--- src/rtl/extractor.sv ---
// RV32 immediate extractor: combinational format decode, one registered output stage.
// Optional CSR uimm (IMM_Z) decode is enabled by defining EXTRACTOR_IMM_Z_EN.
package riscv_pkg;
  typedef enum logic [2:0] {
    IMM_I = 3'd0,
    IMM_S = 3'd1,
    IMM_B = 3'd2,
    IMM_U = 3'd3,
    IMM_J = 3'd4,
    IMM_Z = 3'd5
  } immscr_e;
endpackage

module extractor #(
  parameter int XLEN = 32
) (
  input  logic            clk,
  input  logic            rst_n,
  input  logic [XLEN-1:0] instr,
  input  logic [2:0]      imm_src,
  input  logic            in_valid,
  output logic [XLEN-1:0] imm_ext,
  output logic            out_valid
);

  logic [XLEN-1:0] decoded;
  logic            unused_opcode;

  // Opcode bits never contribute to any immediate format.
  assign unused_opcode = ^instr[6:0];

  always_comb begin
    decoded = '0;
    case (imm_src)
      riscv_pkg::IMM_I: decoded = {{20{instr[31]}}, instr[31:20]};
      riscv_pkg::IMM_S: decoded = {{20{instr[31]}}, instr[31:25], instr[11:7]};
      riscv_pkg::IMM_B: decoded = {{19{instr[31]}}, instr[31], instr[7],
                                   instr[30:25], instr[11:8], 1'b0};
      riscv_pkg::IMM_U: decoded = {instr[31:12], 12'b0};
      riscv_pkg::IMM_J: decoded = {{11{instr[31]}}, instr[31], instr[19:12],
                                   instr[20], instr[30:21], 1'b0};
`ifdef EXTRACTOR_IMM_Z_EN
      riscv_pkg::IMM_Z: decoded = {27'b0, instr[19:15]};
`else
      riscv_pkg::IMM_Z: decoded = '0;
`endif
      default:          decoded = '0;
    endcase
  end

  // Reset wins over in_valid, so an input on a reset edge is dropped.
  always_ff @(posedge clk) begin
    if (!rst_n) begin
      imm_ext   <= '0;
      out_valid <= 1'b0;
    end else if (in_valid) begin
      imm_ext   <= decoded;
      out_valid <= 1'b1;
    end else begin
      out_valid <= 1'b0;
    end
  end

endmodule

--- config.mk ---
export PLATFORM = sky130hd
export DESIGN_NAME = extractor
export DESIGN_NICKNAME = d
export VERILOG_FILES = /design/src/rtl/extractor.sv
export SDC_FILE = /design/constraint.sdc
export NUM_CORES = 1
export LEC_CHECK = 0
export ABC_CLOCK_PERIOD_IN_PS = 3350
export CAP_MARGIN = 20
export CORE_MARGIN = 8
export CORE_UTILIZATION = 41
export DETAILED_ROUTE_END_ITERATION = 10
export PLACE_DENSITY = 0.94
export SKIP_CTS_REPAIR_TIMING = 1
export SLEW_MARGIN = 40
export SYNTH_ARGS = -nofsm -noshare
export SYNTH_HDL_FRONTEND = slang
export SYNTH_SLANG_ARGS = --single-unit
--- constraint.sdc ---
create_clock -name clk -period 3.35 [get_ports clk]
set_input_delay 0.67 -clock clk [delete_from_list [all_inputs] [get_ports clk]]
set_output_delay 0.67 -clock clk [all_outputs]
set_load 0.01 [all_outputs]
==> reports/qor.yml <==
combPwrFrac_pct: 18.6
power.leakage_uw: 0.000763
maxCapViolCount: 0
sequentialPowerShare_pct: 47.1
io_buffer_count: 63
worstMarginPinSlew_ns: 0.739
drc_errors: 0
r2r-start: "imm_ext[23]$_SDFFE_PN0P_"
r2r_slack_ns: 2.59
slew_headroom_pct: 50.5
drive_above_1_share_pct: 6.60
arrival_ns: 2.43
syn_to_final_growth_pct: 57.0
clkSinkCount: 33
setup_violations: 0
switching_share_pct: 24.0
place.gp.congestion: 0.823
min_path_cells: 2
worstSetupStartpoint: "in_valid"
whs_endpoint: "imm_ext[31]$_SDFFE_PN0P_"
clkTransAtPathRegs_ns: 0.10
gr-total-overflow: 0
start_util_pct: 42.7
power_density_nw_per_um2: 446
finClkSkew_ns: 0
slew_viol_final: 0
startpoint_type: "input pin"
die_w_um: 72.4
nNetsFinal: 234
syn_avg_cell_area_um2: 9.81
grt_max_degree: 25
wl_per_cell_um: 15.5
cts-root-buf: "clkbuf_4"
period_share_pct: 66.8
worst_hold_path_type: "register to register"
cts_tree: "built"
viasPerCell: 5.35
p_clk_share_pct: 34.3
yosysWarnings: 0
antenna_cells: 0
worst_r2r_endpoint: "imm_ext[23]$_SDFFE_PN0P_"
vias: 1289
syn-num-nets: 171
antenna_found_initial: 0
total_power_uw: 914
fp-row-count: 20
ys_types: 24
clk_path_buf_depth: 2
yosysSeqAreaShare_pct: 50.6
worst_setup_path_end_kind: "register"
io-pin-count: 71
detail-route-antenna-nets: 0
dr.pass1.iters: 4
worst-path-max-fanout: 13
final_common_cell: "clkdlybuf4s50_1"
finalHoldViolCount: 0
drt_first_iter_violations: 95
power.switching_uw: 219
cts_inserted_buffers: 5
status: "complete, no violations"
h-tree-depth: 2
r2r_cells: 1
power.internal_uw: 695
clk_latency_ns: 0.33
synthCells: 133
fmax_mhz: 447
max-vdd-ir-drop_v: 0.000338
ys_ff_latch: 33
rsz0062_at_grt: "no"
drt-total-wl_mm: 3.74
netlist_area_um2: 1310
cp.required_ns: 3.55
path_class: "input pin to register"
first_global_vias: 1259
min_from: "imm_ext[31]$_SDFFE_PN0P_"
setup_tns_ns: 0
grt_pass1_wl_mm: 6.07
grt_usage_pct: 14.6
layout_common_cells: "63 x clkdlybuf4s50_1, 33 x dfxtp_1, 14 x o21ai_0"
period_minus_slack_ns: 2.24
dieArea_um2: 5240
dpl.hpwl_mm: 2.73
core_um2: 3050
die_h_um: 72.4
-- worst max-delay path, cell delays in order --
cell	delay (ns)
clkdlybuf4s50_1	0.83
inv_1	0.20
a21oi_1	0.54
o22ai_1	0.18
-- layout make-up --
cell class	instances	area (um^2)
inverters	2	7.51
fillers	253	1000
flip-flops and latches	33	661
clock inverters	1	30.0
clock buffers	7	55.1
repair buffers	66	653
well taps	44	55.1
multi-input cells	88	587
-- cells by family (layout without fill, tap and decap cells) --
kind of cell | count (synthesis) | count (layout) | synth area share (%)
mux | 7 | 7 | 5.47
flops | 33 | 33 | 50.6
compound gates | 55 | 55 | 28.7
simple gates | 25 | 25 | 10.2
xor+xnor | 1 | 1 | 0.671
buf+inv | 12 | 76 | 4.41
-- through the flow --
step / cell area [um^2] / hold WS [ns] / setup WS (ns) / std cells / utilization [%]
final: 2050 / 0.476 / 1.11 / 241 / 67.1
after global routing: 2050 / 0.516 / 0.932 / 241 / 67.1
after CTS: 2050 / 0.484 / 1.12 / 241 / 67.1
after detailed placement: 1960 / 0.461 / 0.742 / 233 / 64.3
after global placement: 1960 / 0.457 / 0.783 / 233 / 64.3
after floorplan: 1310 / 0.482 / 1.70 / 133 / -
-- registers in the layout, indices dropped and copies added, names as in the netlist --
name / count
imm_ext: 32
out_valid: 1
-- Yosys cell counts --
master / count / share of area, %
nand3_1: 2 / 0.77
dfxtp_1: 33 / 51
xor2_1: 1 / 0.67
and4bb_2: 1 / 0.96
nor2_1: 8 / 2.3
mux2_2: 1 / 0.86
nand2_1: 6 / 1.7
a221o_1: 11 / 8.4
clkbuf_1: 5 / 1.4
buf_6: 1 / 0.86
a31oi_1: 5 / 2.4
and2_1: 2 / 0.96
inv_1: 2 / 0.58
mux2i_1: 6 / 4.6
o22ai_1: 8 / 3.8
o211ai_1: 8 / 4.6
nor2_2: 1 / 0.48
buf_2: 4 / 1.5
o31ai_1: 1 / 0.58
o211a_1: 1 / 0.77
o21ai_0: 14 / 5.4
and3b_1: 1 / 0.67
a21oi_1: 7 / 2.7
nand3b_1: 4 / 2.3
-- layer usage --
layer,vias up,routed length (um),global-route usage (%),share of wire (%)
met2,60,1760,22.4,47
met1,593,1620,17.3,43
met4,0,21,5.33,0.56
met3,2,335,6.89,9.0
met5,-,0,0,0
li1,634,-,-,-
-- worst max-delay path by stage --
stage | to | slack, ns | cells after the start
final | imm_ext[13]$_SDFFE_PN0P_ | 1.11 | 4
after global routing | imm_ext[16]$_SDFFE_PN0P_ | 0.93 | 4
after CTS | imm_ext[13]$_SDFFE_PN0P_ | 1.12 | 4
after detailed placement | imm_ext[13]$_SDFFE_PN0P_ | 0.74 | 4
after global placement | imm_ext[13]$_SDFFE_PN0P_ | 0.78 | 4
after floorplan | imm_ext[20]$_SDFFE_PN0P_ | 1.70 | 5
-- power by group through the flow --
stage	clock network (uW)	logic [uW]	registers, uW
floorplan	0	57.1	451
detailed placement	0	171	440
global route	335	185	434
global placement	0	169	438
CTS	320	172	431
finish	313	170	431
No activity file was read; power rests on OpenSTA's default activity.
